`src/rtl/pulse_filter_pkg.sv`:
```
// Shared definitions for the pulse-width filter: FSM state encodings and
// default parameter values.
package pulse_filter_pkg;

  localparam int unsigned DEF_MIN_WIDTH = 4;
  localparam int unsigned DEF_CNT_W     = 8;

  localparam int unsigned STATE_W = 2;

  localparam logic [STATE_W-1:0] ST_LO   = 2'd0;
  localparam logic [STATE_W-1:0] PEND_HI = 2'd1;
  localparam logic [STATE_W-1:0] ST_HI   = 2'd2;
  localparam logic [STATE_W-1:0] PEND_LO = 2'd3;

endpackage

```
`src/rtl/sync_2ff.sv`:
```
// 1-bit two-flop synchronizer for asynchronous inputs.
// It resets asynchronously to 0.
module sync_2ff (
  input  logic clk,
  input  logic rst,
  input  logic d,
  output logic q
);

  logic meta_q, meta_d;
  logic sync_q, sync_d;

  always_comb begin
    meta_d = d;
    sync_d = meta_q;
  end

  always_ff @(posedge clk or posedge rst) begin
    if (rst) begin
      meta_q <= 1'b0;
      sync_q <= 1'b0;
    end else begin
      meta_q <= meta_d;
      sync_q <= sync_d;
    end
  end

  assign q = sync_q;

endmodule

```
`src/rtl/pulse_width_filter.sv`:
```
// Pulse-width filter: passes a level change on din only after MIN_WIDTH
// consecutive identical synchronized samples. It rejects and counts shorter pulses.
module pulse_width_filter
  import pulse_filter_pkg::*;
#(
  parameter int unsigned MIN_WIDTH = DEF_MIN_WIDTH,
  parameter int unsigned CNT_W     = DEF_CNT_W
) (
  input  logic             clk,
  input  logic             rst,
  input  logic             din,
  input  logic             clr_cnt,
  output logic             dout,
  output logic             rise,
  output logic             fall,
  output logic             glitch,
  output logic [CNT_W-1:0] glitch_cnt
);

  localparam int unsigned CW = $clog2(MIN_WIDTH) + 1;
  localparam logic [CW-1:0]    CNT_LAST = CW'(MIN_WIDTH - 1);
  localparam logic [CNT_W-1:0] GCNT_MAX = {CNT_W{1'b1}};

  logic din_s;

  logic [STATE_W-1:0] state_q, state_d;
  logic [CW-1:0]      cnt_q, cnt_d;
  logic               dout_q, dout_d;
  logic               rise_q, rise_d;
  logic               fall_q, fall_d;
  logic               glitch_q, glitch_d;
  logic [CNT_W-1:0]   glitch_cnt_q, glitch_cnt_d;

  sync_2ff u_sync (
    .clk (clk),
    .rst (rst),
    .d   (din),
    .q   (din_s)
  );

  // Next-state, sample counter, strobes and glitch counter
  always_comb begin
    state_d      = state_q;
    cnt_d        = cnt_q;
    dout_d       = dout_q;
    rise_d       = 1'b0;
    fall_d       = 1'b0;
    glitch_d     = 1'b0;
    glitch_cnt_d = glitch_cnt_q;

    case (state_q)
      ST_LO: begin
        if (din_s) begin
          state_d = PEND_HI;
          cnt_d   = CW'(1);
        end
      end
      PEND_HI: begin
        if (din_s) begin
          if (cnt_q == CNT_LAST) begin
            state_d = ST_HI;
            cnt_d   = '0;
            dout_d  = 1'b1;
            rise_d  = 1'b1;
          end else begin
            cnt_d = cnt_q + CW'(1);
          end
        end else begin
          state_d  = ST_LO;
          cnt_d    = '0;
          glitch_d = 1'b1;
        end
      end
      ST_HI: begin
        if (!din_s) begin
          state_d = PEND_LO;
          cnt_d   = CW'(1);
        end
      end
      PEND_LO: begin
        if (!din_s) begin
          if (cnt_q == CNT_LAST) begin
            state_d = ST_LO;
            cnt_d   = '0;
            dout_d  = 1'b0;
            fall_d  = 1'b1;
          end else begin
            cnt_d = cnt_q + CW'(1);
          end
        end else begin
          state_d  = ST_HI;
          cnt_d    = '0;
          glitch_d = 1'b1;
        end
      end
      default: begin
        state_d = ST_LO;
        cnt_d   = '0;
      end
    endcase

    // Clear takes priority over a same-cycle glitch; count saturates
    if (clr_cnt) begin
      glitch_cnt_d = '0;
    end else if (glitch_d && (glitch_cnt_q != GCNT_MAX)) begin
      glitch_cnt_d = glitch_cnt_q + CNT_W'(1);
    end
  end

  always_ff @(posedge clk or posedge rst) begin
    if (rst) begin
      state_q      <= ST_LO;
      cnt_q        <= '0;
      dout_q       <= 1'b0;
      rise_q       <= 1'b0;
      fall_q       <= 1'b0;
      glitch_q     <= 1'b0;
      glitch_cnt_q <= '0;
    end else begin
      state_q      <= state_d;
      cnt_q        <= cnt_d;
      dout_q       <= dout_d;
      rise_q       <= rise_d;
      fall_q       <= fall_d;
      glitch_q     <= glitch_d;
      glitch_cnt_q <= glitch_cnt_d;
    end
  end

  assign dout       = dout_q;
  assign rise       = rise_q;
  assign fall       = fall_q;
  assign glitch     = glitch_q;
  assign glitch_cnt = glitch_cnt_q;

endmodule

```
`config.mk`:
```
export PLATFORM = sky130hd
export DESIGN_NAME = pulse_width_filter
export DESIGN_NICKNAME = d
export VERILOG_FILES = /design/src/rtl/pulse_filter_pkg.sv /design/src/rtl/sync_2ff.sv /design/src/rtl/pulse_width_filter.sv
export SDC_FILE = /design/constraint.sdc
export NUM_CORES = 1
export LEC_CHECK = 0
export CAP_MARGIN = 40
export CORE_UTILIZATION = 32
export DETAILED_ROUTE_END_ITERATION = 6
export PLACE_DENSITY = 0.58
export SLEW_MARGIN = 20
export SYNTH_ARGS = -nofsm -noshare
export SYNTH_HDL_FRONTEND = slang
export SYNTH_SLANG_ARGS = --single-unit
export TNS_END_PERCENT = 10
```
`constraint.sdc`:
```
create_clock -name clk -period 2.3 [get_ports clk]
set_input_delay 0.46 -clock clk [delete_from_list [all_inputs] [get_ports clk]]
set_output_delay 0.46 -clock clk [all_outputs]
set_load 0.005 [all_outputs]
```
==> flow_summary.yaml <==
status:
  outcome: "finished, final reports clean"
sta:
  setup_violations: 0
  fin_tns_setup_ns: 0
  relSlewSlack_pct: 52.2
  fin_crit_ns: 1.74
  rsz0062_at_grt: "false"
  hold_viol_final: 0
  clock_skew_ns: 0.00788
  period_share_pct: 75.8
  fin_hold_ws_ns: 0.364
  final-max-slew-violation-count: 0
  worst_slack_ns: 0.558
  maxClockFrequency_mhz: 574
  worstMarginPinSlew_ns: 0.716
finish:
  final_cell_area_um2: 1060
  final_nets: 106
  syn2layout_area_growth_pct: 24.5
  antenna_cells: 0
  drive_gt1_share_pct: 7.07
  fin_util_pct: 42.5
placed_design:
  dp_worst_setup_slack_ns: 0.694
  dp_hpwl_um: 1130
  port_buffers: 15
  gp_congestion: 0.764
  placed_area_um2: 1030
clocking:
  cts_num_sinks: 19
  path_clk_slew_ns: 0.12
  clockBufferDepth: 2
  cts_tree: "built"
  cts_hold_buf: 0
  insertion_delay_ns: 0.31
  cts_setup_buffers: 0
  h-tree-depth: 1
  post_cts_resized: 0
  cts_root_buf: "clkbuf_4"
  cts_made_buffers: 3
critical_path:
  cp-start-kind: "register"
  critical_path.endpoint: "glitch_cnt[2]"
  r2r-end: "glitch_cnt[7]$_DFFE_PP0P_"
  rr_worst_depth: 4
  crit_slowest_cell: "clkdlybuf4s50_1"
  critical_path_required_ns: 1.84
  end_kind: "primary output"
  critical_path_class: "register to primary output"
  startpoint: "glitch_cnt[2]$_DFFE_PP0P_"
  r2r_slack_ns: 0.68
  path_max_fanout: 6
  arrival_ns: 1.28
  critPathMaxStageDelay_ns: 0.53
  crit_buf_inv: 1
  crit_family: "buffers and inverters"
  cp.depth: 1
  crit_chain: "clkdlybuf4s50_1"
logic_synthesis:
  synth_ff_type: "dfrtp_1"
  yosysSeqAreaShare_pct: 55.7
  netlist.area_leader.share_pct: 55.7
  netlist_area_um2: 853
  synth_fp_nets: 88
  synth-async-reset-ratio_pct: 100
  synth.avg_cell_area_um2: 10.4
  yosys_warnings: 0
  synth_cells: 82
  synth-edff-count: 0
  synth.area.top_cells: "dfrtp_1 56%, nand2_1 4.0%, nor2_1 4.0%"
  ys_seq_elements: 19
  synth_top_area_cell: "dfrtp_1"
  yosys-top-cells-count: "19 x dfrtp_1, 9 x nand2_1, 9 x nor2_1"
  ys_types: 30
  synth.most_common_cell: "dfrtp_1"
floorplan:
  die_w_um: 53.6
  die_area_um2: 2880
  core_um2: 2500
  initial_core_util_pct: 34.1
  boundaryPins: 16
  die_h_um: 53.6
  rows: 18
global_routing:
  antenna_found_initial: 0
  gr-total-overflow: 0
  grt_pass1_vias: 631
  grt_max_degree: 20
  grt_pass1_wl_um: 2680
  track_usage_pct: 13.4
route:
  viasPerCell: 5.09
  routed_wl_um: 1540
  drtPass1Iterations: 4
  detail_route.wl_per_cell_um: 11.9
  ant_nets: 0
  drt_iter0_drc: 5
  drc: 0
  num_vias: 656
pwr:
  p_leak_uw: 0.000448
  vdd_ir_drop_max_mv: 0.499
  p_per_area_nw_per_um2: 803
run:
  maxCapViolations: 0
min_path:
  hp-class: "register to register"
-- flip-flops by register name, indices dropped and copies added (netlist names), named ones only --
name,count
cnt_q,3
dout,1
fall,1
glitch,1
glitch_cnt,8
rise,1
state_q,1
u_sync.meta_q,1
u_sync.q,1
-- where the power goes --
| group | switching, µW | total [µW] | internal [µW] |
|---|---|---|---|
| clock network | 117 | 184 | 66.4 |
| logic | 104 | 216 | 112 |
| registers | 65.7 | 453 | 387 |
-- final cells by class --
cell class,count,area (µm²)
inverters,4,15.0
flip-flops and latches,19,475
multi-input cells,57,354
clock inverters,1,7.51
clock buffers,3,22.5
fillers,253,1440
repair buffers,15,150
well taps,30,37.5
-- worst min path at each step --
| stage | startpoint | to | slack, ns | cells past startpoint |
|---|---|---|---|---|
| 4_1_cts | u_sync.meta_q$_DFF_PP0_ | u_sync.q$_DFF_PP0_ | 0.37 | 0 |
| 5_1_grt | u_sync.meta_q$_DFF_PP0_ | u_sync.q$_DFF_PP0_ | 0.37 | 0 |
| 2_1_floorplan | u_sync.meta_q$_DFF_PP0_ | u_sync.q$_DFF_PP0_ | 0.33 | 0 |
| 6_report | u_sync.meta_q$_DFF_PP0_ | u_sync.q$_DFF_PP0_ | 0.36 | 0 |
| 3_5_place_dp | u_sync.meta_q$_DFF_PP0_ | u_sync.q$_DFF_PP0_ | 0.34 | 0 |
| 3_3_place_gp | u_sync.meta_q$_DFF_PP0_ | u_sync.q$_DFF_PP0_ | 0.34 | 0 |
-- layer usage --
layer	share of wire (%)	track usage (%)
met5	0	0
met4	0	6.14
met3	5.0	5.93
met2	47	21.5
met1	48	15.4
-- kinds of logic (layout without fill, tap and decap cells) --
group                    Yosys count  count (layout)  share of synthesized area, %
buffers and inverters              6              23                          2.78
AND/OR/NAND/NOR                   35              35                          21.4
AO/OA/AOI/OAI                     16              16                          12.0
XOR/XNOR                           3               3                          3.96
multiplexers                       1               1                          1.17
flip-flops                        19              19                          55.7
adder cells (fa/ha/maj)            2               2                          2.93
-- per-stage QoR --
stage | cells | power [µW]
2_1_floorplan | 82 | 599
3_3_place_gp | 125 | 669
3_5_place_dp | 125 | 681
4_1_cts | 129 | 867
5_1_grt | 129 | 916
6_report | 129 | 853
-- cells in the final DEF, fill, tap and decap left out, types with 3 or more instances in the layout --
cell type        netlist  routed
a21oi_1                5       5
clkbuf_4               0       3
clkdlybuf4s50_1        0      15
dfrtp_1               19      19
inv_1                  4       4
nand2_1                9       9
nand3_1                3       3
nor2_1                 9       9
o21ai_0                3       3
Power figures use the tool's default switching activity.
